===== src/rtl/sqrt_pkg.sv =====
// Shared types and constants for the square-root arbiter slice.
package sqrt_pkg;

  localparam int unsigned SQRT_IN_W  = 32;
  localparam int unsigned SQRT_OUT_W = 24;
  localparam int unsigned SQRT_LAT   = 24;
  localparam int unsigned ID_W       = 3;
  localparam int unsigned MAX_REQ    = 1 << ID_W;

  // Job sequencer states
  typedef logic [1:0] state_t;
  localparam state_t ST_IDLE  = 2'd0;
  localparam state_t ST_START = 2'd1;
  localparam state_t ST_BUSY  = 2'd2;
  localparam state_t ST_RESP  = 2'd3;

  // Response payload returned to the requesters
  typedef struct packed {
    logic [ID_W-1:0]       id;
    logic [SQRT_OUT_W-1:0] result;
    logic                  error;
  } rsp_t;

endpackage


===== src/rtl/rr_arbiter.sv =====
// Combinational round-robin picker: first set request at or after ptr, cyclically.
module rr_arbiter
  import sqrt_pkg::*;
#(
  parameter int unsigned N_REQ = 4
) (
  input  logic [N_REQ-1:0] req,
  input  logic [ID_W-1:0]  ptr,
  output logic [N_REQ-1:0] gnt_c,
  output logic [ID_W-1:0]  idx_c,
  output logic             any_c
);

  localparam int unsigned SUM_W = ID_W + 1;

  logic [MAX_REQ-1:0] req_pad;
  logic [SUM_W-1:0]   slot;
  logic               found;

  assign req_pad = MAX_REQ'(req);
  assign any_c   = |req;

  // Cyclic priority search starting at the pointer
  always_comb begin
    idx_c = '0;
    found = 1'b0;
    slot  = '0;
    for (int i = 0; i < int'(N_REQ); i++) begin
      slot = {1'b0, ptr} + SUM_W'(i);
      if (slot >= SUM_W'(N_REQ)) slot = slot - SUM_W'(N_REQ);
      if (!found && req_pad[slot[ID_W-1:0]]) begin
        found = 1'b1;
        idx_c = slot[ID_W-1:0];
      end
    end
  end

  assign gnt_c = any_c ? (N_REQ'(1) << idx_c) : '0;

endmodule


===== src/rtl/sqrt_arbiter.sv =====
// Shares one CORDIC sqrt core between N_REQ requesters with round-robin
// arbitration, a per-job watchdog and a tagged response register.
module sqrt_arbiter
  import sqrt_pkg::*;
#(
  parameter int unsigned N_REQ   = 4,
  parameter int unsigned TIMEOUT = SQRT_LAT + 16,
  parameter int unsigned ERR_W   = 8
) (
  input  logic                       clk,
  input  logic                       rst_n,
  input  logic [N_REQ-1:0]           req,
  input  logic [SQRT_IN_W*N_REQ-1:0] req_operand,
  output logic [N_REQ-1:0]           ack,
  output logic                       rsp_valid,
  input  logic                       rsp_ready,
  output logic [ID_W-1:0]            rsp_id,
  output logic [SQRT_OUT_W-1:0]      rsp_result,
  output logic                       rsp_error,
  output logic                       busy,
  output logic [ERR_W-1:0]           err_count,
  output logic                       sq_start,
  output logic [SQRT_IN_W-1:0]       sq_operand,
  input  logic [SQRT_OUT_W-1:0]      sq_result,
  input  logic                       sq_stop
);

  localparam int unsigned TMR_W = $clog2(TIMEOUT);

  state_t                 state;
  state_t                 state_nx;
  logic [TMR_W-1:0]       timer;
  logic [ID_W-1:0]        rr_ptr;
  logic [ID_W-1:0]        job_id;
  rsp_t                   rsp_q;
  logic [SQRT_IN_W-1:0]   ops [MAX_REQ];

  logic [N_REQ-1:0]       gnt_c;
  logic [ID_W-1:0]        gnt_idx_c;
  logic                   any_c;
  logic                   grant_c;
  logic                   done_c;
  logic                   tmo_c;
  logic                   xfer_c;

  // Unpack operand slices; unused slots tie to zero so the 3-bit id indexes cleanly
  for (genvar g = 0; g < int'(MAX_REQ); g++) begin : g_ops
    if (g < int'(N_REQ)) begin : g_used
      assign ops[g] = req_operand[SQRT_IN_W*g +: SQRT_IN_W];
    end else begin : g_pad
      assign ops[g] = '0;
    end
  end

  rr_arbiter #(
    .N_REQ (N_REQ)
  ) u_rr (
    .req   (req),
    .ptr   (rr_ptr),
    .gnt_c (gnt_c),
    .idx_c (gnt_idx_c),
    .any_c (any_c)
  );

  // State register
  always_ff @(posedge clk or negedge rst_n) begin
    if (!rst_n) state <= ST_IDLE;
    else        state <= state_nx;
  end

  // Next-state and job event decode
  always_comb begin
    state_nx = state;
    grant_c  = 1'b0;
    done_c   = 1'b0;
    tmo_c    = 1'b0;
    xfer_c   = 1'b0;
    case (state)
      ST_IDLE: begin
        if (any_c) begin
          grant_c  = 1'b1;
          state_nx = ST_START;
        end
      end
      ST_START: state_nx = ST_BUSY;
      ST_BUSY: begin
        // Stale done from the previous job is ignored in the first BUSY cycle
        if (timer != '0 && sq_stop) begin
          done_c   = 1'b1;
          state_nx = ST_RESP;
        end else if (timer == TMR_W'(TIMEOUT - 1)) begin
          tmo_c    = 1'b1;
          state_nx = ST_RESP;
        end
      end
      ST_RESP: begin
        if (rsp_ready) begin
          xfer_c   = 1'b1;
          state_nx = ST_IDLE;
        end
      end
      default: state_nx = ST_IDLE;
    endcase
  end

  // Watchdog: counts BUSY cycles, cleared during START
  always_ff @(posedge clk or negedge rst_n) begin
    if (!rst_n)                 timer <= '0;
    else if (state == ST_START) timer <= '0;
    else if (state == ST_BUSY)  timer <= timer + TMR_W'(1);
  end

  // Grant, core drive, response capture and round-robin pointer
  always_ff @(posedge clk or negedge rst_n) begin
    if (!rst_n) begin
      ack        <= '0;
      sq_start   <= 1'b0;
      sq_operand <= '0;
      job_id     <= '0;
      rr_ptr     <= '0;
      rsp_valid  <= 1'b0;
      rsp_q      <= '0;
      err_count  <= '0;
      busy       <= 1'b0;
    end else begin
      ack      <= '0;
      sq_start <= 1'b0;
      busy     <= (state_nx != ST_IDLE);
      if (grant_c) begin
        ack        <= gnt_c;
        sq_start   <= 1'b1;
        sq_operand <= ops[gnt_idx_c];
        job_id     <= gnt_idx_c;
      end
      if (done_c) begin
        rsp_valid    <= 1'b1;
        rsp_q.id     <= job_id;
        rsp_q.result <= sq_result;
        rsp_q.error  <= 1'b0;
      end
      if (tmo_c) begin
        rsp_valid    <= 1'b1;
        rsp_q.id     <= job_id;
        rsp_q.result <= '0;
        rsp_q.error  <= 1'b1;
        if (err_count != '1) err_count <= err_count + ERR_W'(1);
      end
      if (xfer_c) begin
        rsp_valid <= 1'b0;
        rr_ptr    <= (job_id == ID_W'(N_REQ - 1)) ? '0 : job_id + ID_W'(1);
      end
    end
  end

  assign rsp_id     = rsp_q.id;
  assign rsp_result = rsp_q.result;
  assign rsp_error  = rsp_q.error;

endmodule


===== config.mk =====
export PLATFORM = sky130hd
export DESIGN_NAME = sqrt_arbiter
export DESIGN_NICKNAME = d
export VERILOG_FILES = /design/src/rtl/sqrt_pkg.sv /design/src/rtl/rr_arbiter.sv /design/src/rtl/sqrt_arbiter.sv
export SDC_FILE = /design/constraint.sdc
export NUM_CORES = 1
export LEC_CHECK = 0
export ABC_AREA = 1
export CAP_MARGIN = 10
export CORE_ASPECT_RATIO = 2
export CORE_MARGIN = 2
export CORE_UTILIZATION = 35
export DETAILED_ROUTE_END_ITERATION = 7
export PLACE_DENSITY_LB_ADDON = 0.25
export SYNTH_ARGS = -nofsm -noshare
export SYNTH_HDL_FRONTEND = slang
export SYNTH_SLANG_ARGS = --single-unit

===== constraint.sdc =====
create_clock -name clk -period 2.9 [get_ports clk]
set_clock_uncertainty 0.15 [all_clocks]
set_input_delay 0.29 -clock clk [delete_from_list [all_inputs] [get_ports clk]]
set_output_delay 0.29 -clock clk [all_outputs]
set_load 0.02 [all_outputs]

==> flow_metrics.py, run 1 <==
metrics = {
    "setup_path": {
        "reg2reg_setup_slack_ns": 0.27,
        "r2r_start": "rr_ptr[0]$_DFFE_PN0P_",
        "r2r-end": "sq_operand[16]$_DFFE_PN0P_",
        "cp.arrival_ns": 2.75,
        "required_ns": 3.02,
        "critPathBufInv": 3,
        "start_kind": "flip-flop",
        "criticalPathCategory": "flip-flop to flip-flop",
        "path_delay_family": "simple AND/OR/NAND/NOR gates",
        "path_max_fanout": 44,
        "critical-path-max-stage-delay_ns": 0.46,
        "critPathCapture": "sq_operand[16]$_DFFE_PN0P_",
        "crit_cells": 13,
        "cp_common_cell": "nand2_1",
        "startpoint": "rr_ptr[0]$_DFFE_PN0P_",
        "slowest_stage": "dfrtp_1",
        "path_cells": "inv_2 > ha_1 > inv_1 > nand3_1 > nand2_1 > nor2_1 > nand4_4 > nand2_2 > buf_12 > nand2_1 > nand2_1 > nand2_1 > nand3_1",
        "crit_path_end_kind": "flip-flop",
        "rr_worst_depth": 13,
    },
    "placement": {
        "numPortBuffers": 234,
        "hpwl_um": 12400,
        "post_dp_cell_area_mm2": 0.00756,
        "placedCellCount": 1091,
        "gp_congestion": 0.808,
        "pre_cts_ws_ns": 0.239,
    },
    "detailed_routing": {
        "drt_iter0_drc": 229,
        "drcViolationCount": 0,
        "routed_via_density": 4.77,
        "drt_first_pass_iters": 4,
        "post_drt_wl_per_cell_um": 14.8,
        "ant_nets": 0,
        "vias": 5285,
        "wirelength_um": 16400,
    },
    "synth": {
        "yosysUniqueCellTypes": 28,
        "synth_cells": 692,
        "ys_ff_latch": 89,
        "synth_top_cell_by_area": "dfrtp_1",
        "yosysSeqAreaShare_pct": 44.5,
        "syn_nets": 862,
        "synth_top_area_share_pct": 44.5,
        "yosys-top-cells-area": "dfrtp_1, nand2_1, nand3_1, ha_1, buf_2",
        "post_synth.cell_area_avg_um2": 7.24,
        "netlist_area_mm2": 0.00501,
        "yosys_warnings": 0,
    },
    "floorplanning": {
        "ios": 235,
        "die_w_um": 88.6,
        "die_y_um": 173,
        "die_area_mm2": 0.0153,
        "core_area_mm2": 0.0140,
        "core.rowCount": 61,
        "initial_core_util_pct": 35.9,
    },
    "global_route": {
        "grt_pass1_wl_um": 26100,
        "grt_overflow": 0,
        "grt_max_degree": 66,
        "grt_pass1_vias": 5206,
        "antenna_found_initial": 0,
        "grt_usage_pct": 21.6,
    },
    "power_and_ir_drop": {
        "p_leak_nw": 3.81,
        "powerDensity_mw_per_mm2": 1150,
        "ir_drop_v": 0.000924,
        "finalPower_mw": 9.04,
    },
    "clock_tree": {
        "h-tree-depth": 3,
        "cts_root_buffer": "clkbuf_16",
        "clk_latency_ns": 0.33,
        "clock_path_buffers": 2,
        "clk_pin_slew_worst_paths_ns": 0.07,
        "tritoncts": "yes",
        "cts_sinks": 89,
        "cts_inserted_buffers": 9,
    },
    "final_layout": {
        "stdcell_area_mm2": 0.00787,
        "area_growth_pct": 57.2,
        "fillers": 1384,
        "layout.cells.non_filler": 1108,
        "drive_gt1_share_pct": 5.44,
        "layout.nets": 1084,
        "diodes": 0,
        "utilization_pct": 56.4,
    },
    "sta": {
        "worst-slew-pin-transition_ns": 0.548,
        "whs_ns": 0.331,
        "final.setup.worst_slack_ns": 0.268,
        "period_minus_slack_ns": 2.63,
        "max_slew_margin_pct": 63.4,
        "finalSetupViolations": 0,
        "final_hold_viol_count": 0,
        "final_max_slew_viol_count": 0,
        "clock.fmax_mhz": 380,
        "fin_crit_sh_pct": 90.7,
        "rsz0062_at_grt": "no",
        "setup_tns_ns": 0,
    },
    "run": {
        "maxCapViolCount": 0,
    },
    "status": {
        "status": "complete, no violations",
    },
    "worst_hold_path": {
        "hp-class": "input port to asynchronous set/reset pin",
    },
}
-- what timing repair did --
| action | CTS | global route |
|---|---|---|
| endpoints found under the hold margin | 40 | 0 |
| setup endpoints to repair | 0 | 32 |
| buffers inserted | 0 | 0 |
| gates resized for setup | 0 | 2 |
| hold buffers | 1 | 0 |
-- layer usage --
metal / wire length, um / track usage (%) / part of all wire (%) / up-vias
met4: 293 / 5.24 / 1.8 / 0
met3: 1060 / 5.78 / 6.5 / 16
met2: 9140 / 40.9 / 56 / 183
met1: 5880 / 22.7 / 36 / 2405
li1: - / - / - / 2681
met5: 0 / 0 / 0 / -
-- cells by family (layout without fill, tap and decap cells) --
| kind of cell | Yosys count | after routing | synth area share, % |
|---|---|---|---|
| buffers and inverters | 69 | 296 | 6.47 |
| adders and majority gates | 10 | 10 | 2.50 |
| and+or+nand+nor | 495 | 495 | 42.5 |
| AOI/OAI and AO/OA | 19 | 19 | 2.12 |
| xor gates and xnor gates | 7 | 7 | 1.22 |
| DFF | 89 | 89 | 44.5 |
| muxes | 3 | 3 | 0.675 |
-- sequential cells by signal, summed over array words and instances (netlist names) --
register,count
sq_start,1
busy,1
job_id,3
rsp_id,3
rsp_result,24
state,2
rr_ptr,3
timer,6
rsp_valid,1
sq_operand,32
ack,4
err_count,8
rsp_error,1
-- power by group --
part	switching [mW]	leakage (nW)	internal [mW]
clock	0.500	0.141	0.693
sequential	0.298	1.13	1.76
combinational	3.55	2.53	2.24
total	4.35	3.81	4.69
-- placed cells by master, fill, tap and decap left out, types with 2 or more instances in the layout --
cell,Yosys,final
nand2_2,5,5
xor2_1,4,4
dfrtp_1,89,89
nand3_2,3,3
clkinvlp_4,0,3
o31ai_1,2,2
nor2_1,22,22
nand2_1,289,289
inv_2,4,3
nand3_1,162,162
buf_4,5,11
buf_12,0,5
nor3_1,3,3
ha_1,10,10
clkbuf_16,0,9
o21ai_0,9,9
clkdlybuf4s50_1,0,233
xnor2_1,3,3
nor2_2,2,2
inv_1,25,25
mux2_2,3,3
nand4_1,7,7
a21oi_1,5,5
-- cell usage after synthesis --
library cell	number
o21ai_0	9
o21bai_1	1
xor2_1	4
ha_1	10
o31ai_1	2
nand2_2	5
nand4_1	7
buf_6	3
buf_4	5
nand4_2	1
nor2_1	22
a21oi_1	5
nand2_1	289
o21ai_1	1
xnor2_1	3
nor2_2	2
mux2_2	3
clkbuf_1	12
buf_2	19
nor4_1	1
a211o_1	1
nand3_2	3
nor3_1	3
inv_2	4
dfrtp_1	89
inv_1	25
nand3_1	162
clkinv_1	1
-- final cells by class --
cell class,instances,area [um^2],area share (%)
clock buffer,10,239,3.04
timing repair buffer,250,2520,32.1
sequential,89,2230,28.3
clock inverter,6,66.3,0.842
multi-input combinational,534,2460,31.3
tap,189,236,3.00
inverter,30,115,1.46
-- how the worst min path moves through the flow --
stage,depth (start not counted),endpoint,start
after floorplan,0,ack[0]$_DFF_PN0_,rst_n
after global placement,1,timer[0]$_DFFE_PN0P_,rst_n
after detailed placement,1,timer[1]$_DFFE_PN0P_,rst_n
after CTS,2,rsp_error$_DFFE_PN0P_,rsp_error$_DFFE_PN0P_
after global routing,3,rsp_result[20]$_DFFE_PN0P_,sq_result[20]
final,2,sq_operand[27]$_DFFE_PN0P_,rst_n
No activity file was read; power rests on OpenSTA's default activity.
==> run 2, diff against run 1 <==
--- a/config.mk
+++ b/config.mk
@@ -15,3 +15,4 @@
 export SYNTH_ARGS = -nofsm -noshare
 export SYNTH_HDL_FRONTEND = slang
 export SYNTH_SLANG_ARGS = --single-unit
+export TNS_END_PERCENT = 100
==> results of run 2 <==
Final layout, timing and power as in run 1 (identical DEF).
